--- src/rtl/if_stage.sv ---
// Instruction fetch stage: one outstanding memory request, 1-entry skid buffer, branch squash.
// Define IF_PERF_CNT_EN to add delivered-instruction and stall-cycle counters.
module if_stage #(
  parameter logic [31:0] RESET_PC = 32'h00000000,
  parameter logic [31:0] NOP_INST = 32'h00000013
) (
  input  logic        clk,
  input  logic        rst,
  input  logic        stall_i,
  input  logic        branch_flag_i,
  input  logic [31:0] branch_target_address_i,
  output logic        mem_req_o,
  output logic [31:0] mem_addr_o,
  input  logic        mem_ack_i,
  input  logic [31:0] mem_rdata_i,
  output logic [31:0] pc_o,
  output logic [31:0] inst_o,
`ifdef IF_PERF_CNT_EN
  output logic [31:0] perf_fetch_cnt_o,
  output logic [31:0] perf_stall_cnt_o,
`endif
  output logic        inst_valid_o
);

  typedef enum logic [1:0] {StIdle, StFetch, StHold} state_e;

  state_e      state;
  logic [31:0] fetch_pc;
  logic [31:0] redirect_pc;
  logic [31:0] skid_pc;
  logic [31:0] skid_inst;
  logic        kill;

  logic        branch_taken;
  logic [31:0] branch_pc;
  logic [31:0] next_pc;

  assign branch_taken = branch_flag_i & ~stall_i;
  assign branch_pc    = {branch_target_address_i[31:2], 2'b00};
  assign next_pc      = fetch_pc + 32'd4;
  assign mem_addr_o   = fetch_pc;

  always_ff @(posedge clk) begin
    if (rst) begin
      state        <= StIdle;
      fetch_pc     <= RESET_PC;
      redirect_pc  <= RESET_PC;
      mem_req_o    <= 1'b0;
      pc_o         <= 32'h0;
      inst_o       <= NOP_INST;
      inst_valid_o <= 1'b0;
      skid_pc      <= 32'h0;
      skid_inst    <= NOP_INST;
      kill         <= 1'b0;
    end else begin
      unique case (state)
        StIdle: begin
          state     <= StFetch;
          mem_req_o <= 1'b1;
        end

        StFetch: begin
          if (branch_taken) begin
            inst_valid_o <= 1'b0;
            inst_o       <= NOP_INST;
            if (mem_ack_i) begin
              fetch_pc <= branch_pc;
              kill     <= 1'b0;
            end else begin
              // Outstanding request must finish at its original address; drop it on ack.
              redirect_pc <= branch_pc;
              kill        <= 1'b1;
            end
          end else if (mem_ack_i) begin
            if (kill) begin
              fetch_pc <= redirect_pc;
              kill     <= 1'b0;
              if (!stall_i) begin
                inst_valid_o <= 1'b0;
                inst_o       <= NOP_INST;
              end
            end else if (stall_i) begin
              skid_pc   <= fetch_pc;
              skid_inst <= mem_rdata_i;
              fetch_pc  <= next_pc;
              mem_req_o <= 1'b0;
              state     <= StHold;
            end else begin
              pc_o         <= fetch_pc;
              inst_o       <= mem_rdata_i;
              inst_valid_o <= 1'b1;
              fetch_pc     <= next_pc;
            end
          end else if (!stall_i) begin
            inst_valid_o <= 1'b0;
            inst_o       <= NOP_INST;
          end
        end

        StHold: begin
          if (!stall_i) begin
            state     <= StFetch;
            mem_req_o <= 1'b1;
            skid_inst <= NOP_INST;
            if (branch_taken) begin
              fetch_pc     <= branch_pc;
              inst_valid_o <= 1'b0;
              inst_o       <= NOP_INST;
            end else begin
              pc_o         <= skid_pc;
              inst_o       <= skid_inst;
              inst_valid_o <= 1'b1;
            end
          end
        end

        default: state <= StIdle;
      endcase
    end
  end

`ifdef IF_PERF_CNT_EN
  logic deliver;

  assign deliver = ~stall_i & ~branch_flag_i &
                   (((state == StFetch) & mem_ack_i & ~kill) | (state == StHold));

  always_ff @(posedge clk) begin
    if (rst) begin
      perf_fetch_cnt_o <= 32'h0;
      perf_stall_cnt_o <= 32'h0;
    end else begin
      if (deliver) perf_fetch_cnt_o <= perf_fetch_cnt_o + 32'd1;
      if (stall_i) perf_stall_cnt_o <= perf_stall_cnt_o + 32'd1;
    end
  end
`endif

endmodule

--- config.mk ---
export PLATFORM = sky130hd
export DESIGN_NAME = if_stage
export DESIGN_NICKNAME = d
export VERILOG_FILES = /design/src/rtl/if_stage.sv
export SDC_FILE = /design/constraint.sdc
export NUM_CORES = 1
export LEC_CHECK = 0
export BUFFER_PORTS_ARGS = -buffer_cell sky130_fd_sc_hd__buf_2
export CORE_UTILIZATION = 53
export CTS_BUF_LIST = sky130_fd_sc_hd__clkbuf_8
export CTS_CLUSTER_SIZE = 40
export DETAILED_ROUTE_END_ITERATION = 7
export PLACE_DENSITY = 0.79
export SYNTH_ARGS = -nofsm -noshare
export SYNTH_HDL_FRONTEND = slang
export SYNTH_SLANG_ARGS = --single-unit
--- constraint.sdc ---
create_clock -name clk -period 2.47 [get_ports clk]
set_clock_uncertainty 0.05 [all_clocks]
set_input_delay 0.247 -clock clk [delete_from_list [all_inputs] [get_ports clk]]
set_output_delay 0.247 -clock clk [all_outputs]
set_load 0.03 [all_outputs]
Word-level counts from Yosys, hierarchy flattened --
Cells that the tools add are included.
Storage, ports and cells: bits in registers 195, input bits 69, output and inout bits 98, logic and storage cells 90
Cells by class: add/sub/neg operators 1, eq/ne operators 11, muxes and demuxes 50, bitwise logic cells 5, reduce and logical (&&, ||, !) cells 13
Operators by type and width (number):
- two-way mux 32 bit | 24
- one-hot mux 32 bit (2 select lines) | 4
- adder 32 x 3 -> 32 bit, second input constant | 1
- != test 2 bit, second input constant | 8
- two-way mux 1 bit | 14
- AND reduction 6 bit | 2
- two-way mux 2 bit | 5
- AND reduction 5 bit | 2
- AND reduction 7 bit | 1
- one-hot mux 2 bit (3 select lines) | 1
- AND reduction 3 bit | 2
- != test 5 bit, second input constant | 1
- inverter 1 bit | 4
- AND reduction 4 bit | 1
- nonzero test 2 bit | 2
- one-hot mux 1 bit (3 select lines) | 1
- nonzero test 3 bit | 1
- == test 2 x 1 -> 1 bit, second input constant | 1
- == test 2 bit, second input constant | 1
- logical NOT 2 bit | 1
- one-hot mux 1 bit (2 select lines) | 1
- AND reduction 2 bit | 1
- AND 1 bit | 1

Logic depth before layout (Yosys ltp) --
Gate-level depths: netlist of run 1.
depth in word-level cells 5, depth in mapped cells 10

Worst setup path after synthesis of run 1 --
OpenSTA, ideal clock, no wires.
path type register to register, from register fetch_pc[4], in the netlist mem_addr_o[4], to register fetch_pc[27], in the netlist mem_addr_o[27], setup time 0.095 ns, arrival 1.890 ns, required time 2.325 ns, path slack 0.435 ns, cell stages (with the launch flop) 8, cells stage by stage dfxtp_1 buf_2 nand4_1 nor2_1 nand3_1 xnor2_1 a21o_1 a221oi_1
On the way: word-level cells in the longest chain between the ends 5
Ends and longest elaborated chain:
- start: declaration | RTL line 28 | logic [31:0] fetch_pc;
- start signal: assignment | RTL line 67 | fetch_pc <= branch_pc;
- start signal: assignment | RTL line 76 | fetch_pc <= redirect_pc;
- start signal: assignment | RTL line 85 | fetch_pc <= next_pc;
- adder 32 x 3 -> 32 bit | RTL line 40 | assign next_pc = fetch_pc + 32'd4;
- two-way mux 32 bit | RTL line 75 | if (kill) begin
- two-way mux 32 bit | RTL line 74 | end else if (mem_ack_i) begin
- two-way mux 32 bit | RTL line 63 | if (branch_taken) begin
- one-hot mux 32 bit (2 select lines) | RTL line 56 | unique case (state)
No other way between the ends. The select of a mux whose other input is x is not followed. A chain may end at the register's enable or synchronous reset.

Worst setup path in the final report of run 1 --
from register state[0], to register inst_o[30]
On the way: word-level cells in the longest chain between the ends 3, elaborated cells between the ends (all ways) 7, those cells by class eq/ne (4); mux (1); reduce/logical (2)
Ends and longest elaborated chain:
- start: declaration | RTL line 27 | state_e state;
- start signal: assignment | RTL line 45 | state <= StIdle;
- start signal: assignment | RTL line 58 | state <= StFetch;
- start signal: assignment | RTL line 87 | state <= StHold;
- == test 2 x 1 -> 1 bit / == test 2 bit (equally long branches) | RTL line 56
- != test 5 bit (no source line), or another cell as far along
- AND reduction 3 bit (no source line)
- end signal: assignment | RTL line 90 | inst_o <= mem_rdata_i;
- end signal: assignment | RTL line 111 | inst_o <= skid_inst;
- end: declaration | RTL line 17 | output logic [31:0] inst_o,
Parallel ways exist; a longest one is shown, timed or not.

==> results of run 1 <==
## power by group
group	leakage (uW)	internal, uW	switching (uW)
sequential	0.00154	3160	96.5
clock	0.000200	937	1180
combinational	0.00235	397	707
total	0.00408	4500	1990
## cells in the final DEF (no fill, tap or decap), types with 5 or more instances in the layout
cell type / n
a211oi_1: 19
a21oi_1: 133
a221oi_1: 14
a22o_1: 16
a22oi_1: 16
a311oi_1: 36
a31oi_1: 10
and2_1: 8
buf_2: 159
buf_4: 43
clkbuf_8: 17
dfxtp_1: 189
dlygate4sd3_1: 62
nand2_1: 274
nand3_1: 65
nand4_1: 7
nor2_1: 101
nor3_1: 32
o211ai_1: 5
o21ai_0: 33
xnor2_1: 11
## path summary, 6_finish.rpt
path,to,slack [ns]
setup / recovery,inst_o[30],0.28
hold / removal,kill,0.04
setup reg to reg,inst_o[30],0.28
hold reg to reg,skid_inst[27],0.41
## metrics by stage
stage / utilization (%) / setup WS [ns] / power (uW)
6_report: 67.1 / 0.276 / 6490
3_3_place_gp: 60.6 / 0.269 / 4320
3_5_place_dp: 60.6 / 0.284 / 4340
5_1_grt: 67.1 / 0.0849 / 6770
2_1_floorplan: - / 0.435 / 4000
4_1_cts: 67.1 / 0.304 / 6500
## Yosys cell counts, drive strengths merged, types with 2 or more instances
master  number
xor2         2
o21ai       37
a221oi      14
nor3b        2
a31oi       10
nand2      274
and3         2
a21oi      133
a21o         4
dfxtp      189
nor4         5
nor2       105
o31ai        2
a211oi      20
clkbuf      66
a22o        16
a22oi       17
o211ai       5
nand2b       3
and2b        2
and2         8
nor3        35
nand3       65
nor2b        3
a311oi      36
xnor2       11
o21bai       4
inv          4
a211o        2
nand4        9
buf         40
## flip-flops by register name (all words and copies together), names as in the netlist
name	flops
inst_o	32
skid_inst	32
mem_addr_o	30
pc_o	30
redirect_pc	30
skid_pc	30
state	2
inst_valid_o	1
kill	1
mem_req_o	1
## area by class of cell
class / count / share of cell area [%]
inverter: 5 / 0.176
multi-input combinational: 839 / 41.1
timing repair buffer: 267 / 16.8
sequential: 189 / 35.5
clock buffer: 17 / 2.19
clock inverter: 15 / 1.71
tap: 216 / 2.53
antenna: 1 / 0.0235
## cells by family (layout without fill, tap and decap cells)
| logic type | count (synthesis) | count (layout) | share of synthesized area (%) |
|---|---|---|---|
| AND/OR/NAND/NOR | 517 | 517 | 26.3 |
| adder cells (fa/ha/maj) | 1 | 1 | 0.145 |
| XOR/XNOR | 13 | 13 | 1.32 |
| multiplexers | 1 | 1 | 0.116 |
| flip-flops | 189 | 189 | 43.9 |
| buffers and inverters | 111 | 304 | 5.63 |
| other | 1 | 5 | 0.0435 |
| AO/OA/AOI/OAI | 303 | 303 | 22.6 |
## metal layers
metal | GRT usage, % | share of wire, % | up-vias
met5 | 0 | 0 | -
met4 | 10.3 | 2.2 | 0
met3 | 6.56 | 7.7 | 47
met2 | 44.9 | 46 | 374
met1 | 41.0 | 44 | 4110
li1 | - | - | 4322
==> results.toml, run 1 <==
[run_status]
status = "finished clean"

[critical_path]
path_class = "reg -> reg"
max_stage_delay_ns = 0.84
rr_startpoint = "state[0]"
cp_num_buf_inv = 0
critPathSlowestCell = "nor2_1"
r2r_cells = 6
required_ns = 2.82
cp-start-kind = "flip-flop"
path_max_fanout = 15
cp-end-kind = "flip-flop"
critPathTopFamily = "simple AND/OR/NAND/NOR gates"
crit_start = "state[0]"
path_cells = "nand2b_2 -> nor2_1 -> a21oi_1 -> nor2_1 -> a22oi_1 -> nor2_1"
cp.arrival_ns = 2.55
crit_cells = 6
crit_top_cell = "nor2_1"

[timing]
slew_violations = 0
relSlewSlack_pct = 28.3
tightest_slew_ns = 1.07
rsz0062_at_grt = "no"
fmax_ghz = 0.456
finalHoldViolations = 0
fin_crit_sh_pct = 88.8
whs_ns = 0.0413
finalSetupViolCount = 0
fin_crit_ns = 2.19
tns_ns = 0

[logic_synthesis]
synth_seq_area_share_pct = 43.9
yosysTopAreaCell = "dfxtp_1"
synth_area_leaders = "dfxtp_1 44%, nand2_1 12%, a21oi_1 7.7%"
synth-edff-count = 0
synthCells = 1136
ys_types = 55
synthFlopType = "dfxtp_1"
synth-seq-cells = 189
netlist_area_mm2 = 0.00862
yosys_warnings = 0
syn_avg_cell_area_um2 = 7.59
synth_async_sr_flop_share_pct = 0
synth_top_area_share_pct = 43.9

[route]
drtIter0Drc = 869
drc = 0
wire_per_inst_um = 15.9
via_count = 8853
vias_per_cell = 5.72
wl_um = 24700
final_antenna_net_count = 0
first_pass_iters = 5

[power]
max-vdd-ir-drop_v = 0.000379
p_leak_uw = 0.00408
pwr_density_cell_mw_per_mm2 = 608

[global_route]
grt_max_degree = 86
grt_pass1_vias = 7843
antenna_found_initial = 1
grt_pass1_wl_um = 39200
groute.usage.overall_pct = 29.4
overflow = 0

[floorplan]
die-area_mm2 = 0.0168
core_mm2 = 0.0159
io_pins = 167
initial_core_util_pct = 54.3
rows = 46
die_x_um = 130
die_h_um = 130

[placement]
dp.cells = 1454
port-buffer-count = 160
dpl_cell_area_mm2 = 0.00963
hpwl_um = 15800
routabilityCongestion = 0.878

[clocking]
cts-resized-gates = 0
cts_tree = "done"
clk_latency_ns = 0.46
holdBufCountCts = 62
cts-root-buf = "clkbuf_8"
clk_pin_slew_ns = 0.10
clockBufferDepth = 2
cts_made_buffers = 17
cts-htree-levels = 4
clock_sinks = 189
cts_setup_buffers = 0

[finish]
drive_above_1_share_pct = 19.1
stdcell_area_mm2 = 0.0107
multiInputGateArea_mm2 = 0.00438
seqCellArea_mm2 = 0.00378
fin_nets = 1389
fin_cells = 1549
n_fill_cell = 1403
area_growth_pct = 23.7

[run]
maxCapViolCount = 0

[worst_hold_path]
hp-class = "in -> reg"
holdCritStartpoint = "mem_ack_i"
min_path_cells = 2
Note: power is estimated with default switching activity, not from simulation.
==> inputs of run 2 (changes only) <==
==> constraint.sdc (replaced) <==
create_clock -name clk -period 2.4 [get_ports clk]
set_clock_uncertainty 0.05 [all_clocks]
set_input_delay 0.24 -clock clk [delete_from_list [all_inputs] [get_ports clk]]
set_output_delay 0.24 -clock clk [all_outputs]
set_load 0.03 [all_outputs]
==> run 2 against run 1 <==
  * Critical path depth increased by 1
  * Register-to-register slack got worse by 0.09 ns
  * Via count up 0.28%
  * Combinational power increased by 4%
  * First-iteration DRC count rose by 29%
  * Total power up 4.4%
  * Global-route usage hardly changed
  * Worst hold slack improved by 0.083 ns
  * Routed wire length fell by 0.60%
  * Largest power group unchanged
==> results.toml, run 2 (synthesis gave the netlist of run 1 again) <==
[critical_path]
max_stage_delay_ns = 0.54
required_ns = 2.70
cp.arrival_ns = 2.52
path_cells = "ha_1 -> nand3_1 -> nor2_1 -> xnor2_1 -> o21ai_0 -> a221oi_1 -> nor3_1"
cp-start-kind = "flip-flop"
crit_cells = 7
critPathTopFamily = "simple AND/OR/NAND/NOR gates"
rr_startpoint = "mem_addr_o[2]"
reg2reg_to = "mem_addr_o[10]"
r2r_setup_slack_ns = 0.19
r2r_cells = 7
cp_num_buf_inv = 0
path_class = "reg -> reg"
cp-end-kind = "flip-flop"
path_max_fanout = 8
critPathSlowestCell = "dfxtp_1"

[timing]
rsz0062_at_grt = "no"
finalSetupViolCount = 0
fin_crit_ns = 2.21
tightest_slew_ns = 1.01
tns_ns = 0
slew_violations = 0
finalHoldViolations = 0
fin_crit_sh_pct = 92.1
fmax_ghz = 0.452
relSlewSlack_pct = 32.5

[finish]
fin_nets = 1392
drive_above_1_share_pct = 19.3
final_cell_mix = "274 x nand2_1, 189 x dfxtp_1, 159 x buf_2, 133 x a21oi_1, 100 x nor2_1"
layout_commonest_cell = "nand2_1"
stdcell_area_mm2 = 0.0107
n_antenna_cell = 0
area_growth_pct = 24.3
reg_top3 = "inst_o x32, skid_inst x32"

[floorplan]
io_pins = 167
die_x_um = 130
initial_core_util_pct = 54.3
rows = 46
die_h_um = 130
die-area_mm2 = 0.0168
core_mm2 = 0.0159

[route]
wl_um = 24500
vias_per_cell = 5.72
wl_met1_um = 11200
drc = 0
wl_met3_um = 1960
dr_wl_met2_um = 10900
final_antenna_net_count = 0
drtIter0Drc = 1124
first_pass_iters = 7
via_count = 8878
routed.top_layer = "met4"
wire_per_inst_um = 15.8

[power]
internal_power_uw = 4750
p_leak_uw = 0.00411
p_clk_share_pct = 33.6
p_seq_share_pct = 49.5
net-switching-power_uw = 2020
combinationalPowerShare_pct = 16.8
max-vdd-ir-drop_v = 0.000359
pwr_density_cell_mw_per_mm2 = 632
p_sw_share_pct = 29.9

[global_route]
antenna_found_initial = 0
grt_pass1_wl_um = 39000
groute.usage.overall_pct = 29.4
grt_max_degree = 73
overflow = 0
grt_pass1_vias = 7660

[clocking]
cts_made_buffers = 17
cts-root-buf = "clkbuf_8"
clk_latency_ns = 0.47
cts_tree = "done"
clk_pin_slew_ns = 0.10
clockBufferDepth = 2
cts-htree-levels = 4
clock_sinks = 189

[worst_hold_path]
min_path_cells = 2
min_to = "state[1]"
hp-class = "in -> reg"
holdCritStartpoint = "stall_i"

[placement]
hpwl_um = 15900
port-buffer-count = 160
dpl_cell_area_mm2 = 0.00965
routabilityCongestion = 0.900

[run_status]
status = "finished clean"

[run]
maxCapViolCount = 0
[run 2: area by class of cell]
type / instances / area [um2]
multi-input cells: 839 / 4390
fillers: 1408 / 5170
flip-flops and latches: 189 / 3780
well taps: 216 / 270
inverters: 5 / 18.8
clock buffers: 18 / 248
clock inverters: 14 / 183
repair buffers: 270 / 1830
[run 2: worst reg2reg max path, stage by stage, from the launching register on]
cell and delay (ns):
dfxtp_1 0.54, ha_1 0.30, nand3_1 0.20, nor2_1 0.29
xnor2_1 0.17, o21ai_0 0.09, a221oi_1 0.37, nor3_1 0.09
[run 2: power by group through the flow]
stage	clock network (uW)	logic, uW	registers, uW
detailed placement	0	1040	3420
global placement	0	1030	3420
CTS	2310	1120	3350
global route	2440	1240	3370
finish	2280	1140	3350
floorplan	0	542	3580
[run 2: worst max path at each step]
| stage | slack, ns | startpoint | endpoint |
|---|---|---|---|
| 6_report | 0.19 | mem_addr_o[2] | mem_addr_o[10] |
| 5_1_grt | 0.07 | mem_addr_o[3] | mem_addr_o[28] |
| 4_1_cts | 0.13 | mem_ack_i | inst_o[21] |
| 3_5_place_dp | 0.20 | mem_ack_i | inst_o[21] |
| 2_1_floorplan | 0.36 | mem_addr_o[4] | mem_addr_o[27] |
| 3_3_place_gp | 0.23 | mem_ack_i | inst_o[30] |
[run 2: through the flow]
| stage | utilization [%] | power (uW) | std cells | worst slack, ns | hold WS, ns |
|---|---|---|---|---|---|
| floorplan | - | 4120 | 1139 | 0.365 | 0.287 |
| global placement | 60.8 | 4450 | 1456 | 0.227 | 0.388 |
| detailed placement | 60.8 | 4470 | 1456 | 0.199 | 0.394 |
| CTS | 67.5 | 6790 | 1551 | 0.131 | 0.0952 |
| global route | 67.5 | 7060 | 1551 | 0.0726 | 0.115 |
| finish | 67.5 | 6770 | 1551 | 0.189 | 0.124 |
[run 2: timing repair]
item,4_1_cts,5_1_grt
setup endpoints to repair,0,15
buffers inserted,0,0
resized for setup,0,2
endpoints found under the hold margin,64,0
hold buffers,63,0
[run 2: routing by layer]
layer	track usage (%)	vias up
li1	-	4322
met1	43.1	4105
met2	43.7	412
met3	5.53	39
met4	8.69	0
met5	0	-
==> inputs of run 3 (changes only) <==
--- a/config.mk
+++ b/config.mk
@@ -7,7 +7,7 @@
 export LEC_CHECK = 0
 export BUFFER_PORTS_ARGS = -buffer_cell sky130_fd_sc_hd__buf_2
 export CORE_UTILIZATION = 53
-export CTS_BUF_LIST = sky130_fd_sc_hd__clkbuf_8
+export CTS_BUF_LIST = sky130_fd_sc_hd__clkbuf_16
 export CTS_CLUSTER_SIZE = 40
 export DETAILED_ROUTE_END_ITERATION = 7
 export PLACE_DENSITY = 0.79
==> run 3 against run 2 <==
  * Clock-buffer cell count down 1
  * Clock power increased by 29%
  * Non-clock buffer count shrank 58
  * First-iteration DRC count about the same
  * Sequential share of layout area increased by 1.4 points
  * Final cell count decreased by 3.7%
  * Critical path depth unchanged
  * Worst hold slack worse by 0.11 ns
==> results.toml, run 3 (synthesis gave the netlist of run 1 again) <==
[run_status]
status = "finished clean"

[finish]
layout_commonest_cell = "nand2_1"
reg_top3 = "inst_o x32, skid_inst x32"
fin_nets = 1334
multiInputGateArea_mm2 = 0.00439
n_fill_cell = 1446
drive_above_1_share_pct = 20.0
area_growth_pct = 19.7
postLayoutCoreUtil_pct = 64.9
n_antenna_cell = 0
seqCellArea_mm2 = 0.00378
final_cell_mix = "274 x nand2_1, 189 x dfxtp_1, 159 x buf_2, 133 x a21oi_1, 101 x nor2_1"

[floorplan]
core_mm2 = 0.0159
initial_core_util_pct = 54.3
io_pins = 167
die_x_um = 130
die-area_mm2 = 0.0168
die_h_um = 130
rows = 46

[clocking]
clockBufferDepth = 2
clock_sinks = 189
cts_made_buffers = 17
clk_pin_slew_ns = 0.07
cts-root-buf = "clkbuf_16"
cts_setup_buffers = 0
cts-htree-levels = 4
clk_latency_ns = 0.43
cts_tree = "done"

[timing]
tightest_slew_ns = 1.06
tns_ns = 0
finalSetupViolCount = 0
fin_crit_sh_pct = 92.4
finalHoldViolations = 0
fmax_ghz = 0.451
slew_violations = 0
rsz0062_at_grt = "no"
fin_crit_ns = 2.22
relSlewSlack_pct = 28.9

[global_route]
grt_pass1_vias = 7385
overflow = 0
groute.usage.overall_pct = 28.6
antenna_found_initial = 0
grt_pass1_wl_um = 37900
grt_max_degree = 73

[power]
pwr_density_cell_mw_per_mm2 = 714
max-vdd-ir-drop_v = 0.000542
p_leak_uw = 0.00395

[placement]
port-buffer-count = 160
hpwl_um = 15900
routabilityCongestion = 0.900

[route]
wire_per_inst_um = 16.0
wl_um = 23900
vias_per_cell = 5.81
drc = 0
drtIter0Drc = 1125
final_antenna_net_count = 0
via_count = 8667
first_pass_iters = 5

[critical_path]
required_ns = 2.66
cp.arrival_ns = 2.48
path_class = "reg -> reg"
path_max_fanout = 8
cp-end-kind = "flip-flop"
r2r_setup_slack_ns = 0.18
cp-start-kind = "flip-flop"

[worst_hold_path]
hp-class = "in -> reg"

[run]
maxCapViolCount = 0
==> run 3: per-stage QoR <==
stage / setup WS (ns) / hold WS [ns] / power [uW] / std cells / area (um2)
floorplan: 0.365 / 0.287 / 4120 / 1139 / 8630
global placement: 0.227 / 0.388 / 4450 / 1456 / 9650
detailed placement: 0.199 / 0.394 / 4470 / 1456 / 9650
CTS: 0.175 / 0.000818 / 7380 / 1493 / 10300
global route: 0.0208 / 0.0108 / 7630 / 1493 / 10300
finish: 0.184 / 0.00932 / 7370 / 1493 / 10300
==> run 3: timing repair <==
action                                  CTS  global route
hold buffers                              5             0
resized for setup                         0             1
hold endpoints to repair                  5             0
endpoints found under the setup margin    0             1
==> run 3: final timing paths <==
path | start | to | depth (start not counted)
worst max-delay path | mem_addr_o[2] | mem_addr_o[10] | 7
worst min-delay path | branch_target_address_i[21] | redirect_pc[21] | 3
worst max register to register | mem_addr_o[2] | mem_addr_o[10] | 7
worst min register to register | redirect_pc[24] | redirect_pc[24] | 2
==> run 3: routing by layer <==
layer	vias to the layer above	share of wire [%]	GRT usage, %
met5	-	0	0
met4	0	1.4	8.14
met3	29	8.6	5.12
met2	397	44	42.6
met1	4030	46	42.2
li1	4211	-	-
==> run 3: worst max-delay path: stages, from the launching register on <==
cell and delay [ns]:
dfxtp_1 0.54, ha_1 0.30, nand3_1 0.21, nor2_1 0.29
xnor2_1 0.17, o21ai_0 0.09, a221oi_1 0.35, nor3_1 0.09
==> run 3: power breakdown <==
part	internal (uW)	total [uW]	switching, uW
logic	351	1060	712
registers	3260	3350	97.0
clock network	1660	2950	1290
total	5270	7370	2100
==> run 3: area by class of cell <==
type	count	share of cell area, %
Sequential cell	189	36.7
Clock inverter	15	1.81
Clock buffer	17	4.12
Timing Repair Buffer	212	12.1
Inverter	5	0.182
Multi-Input combinational cell	839	42.5
Tap cell	216	2.62
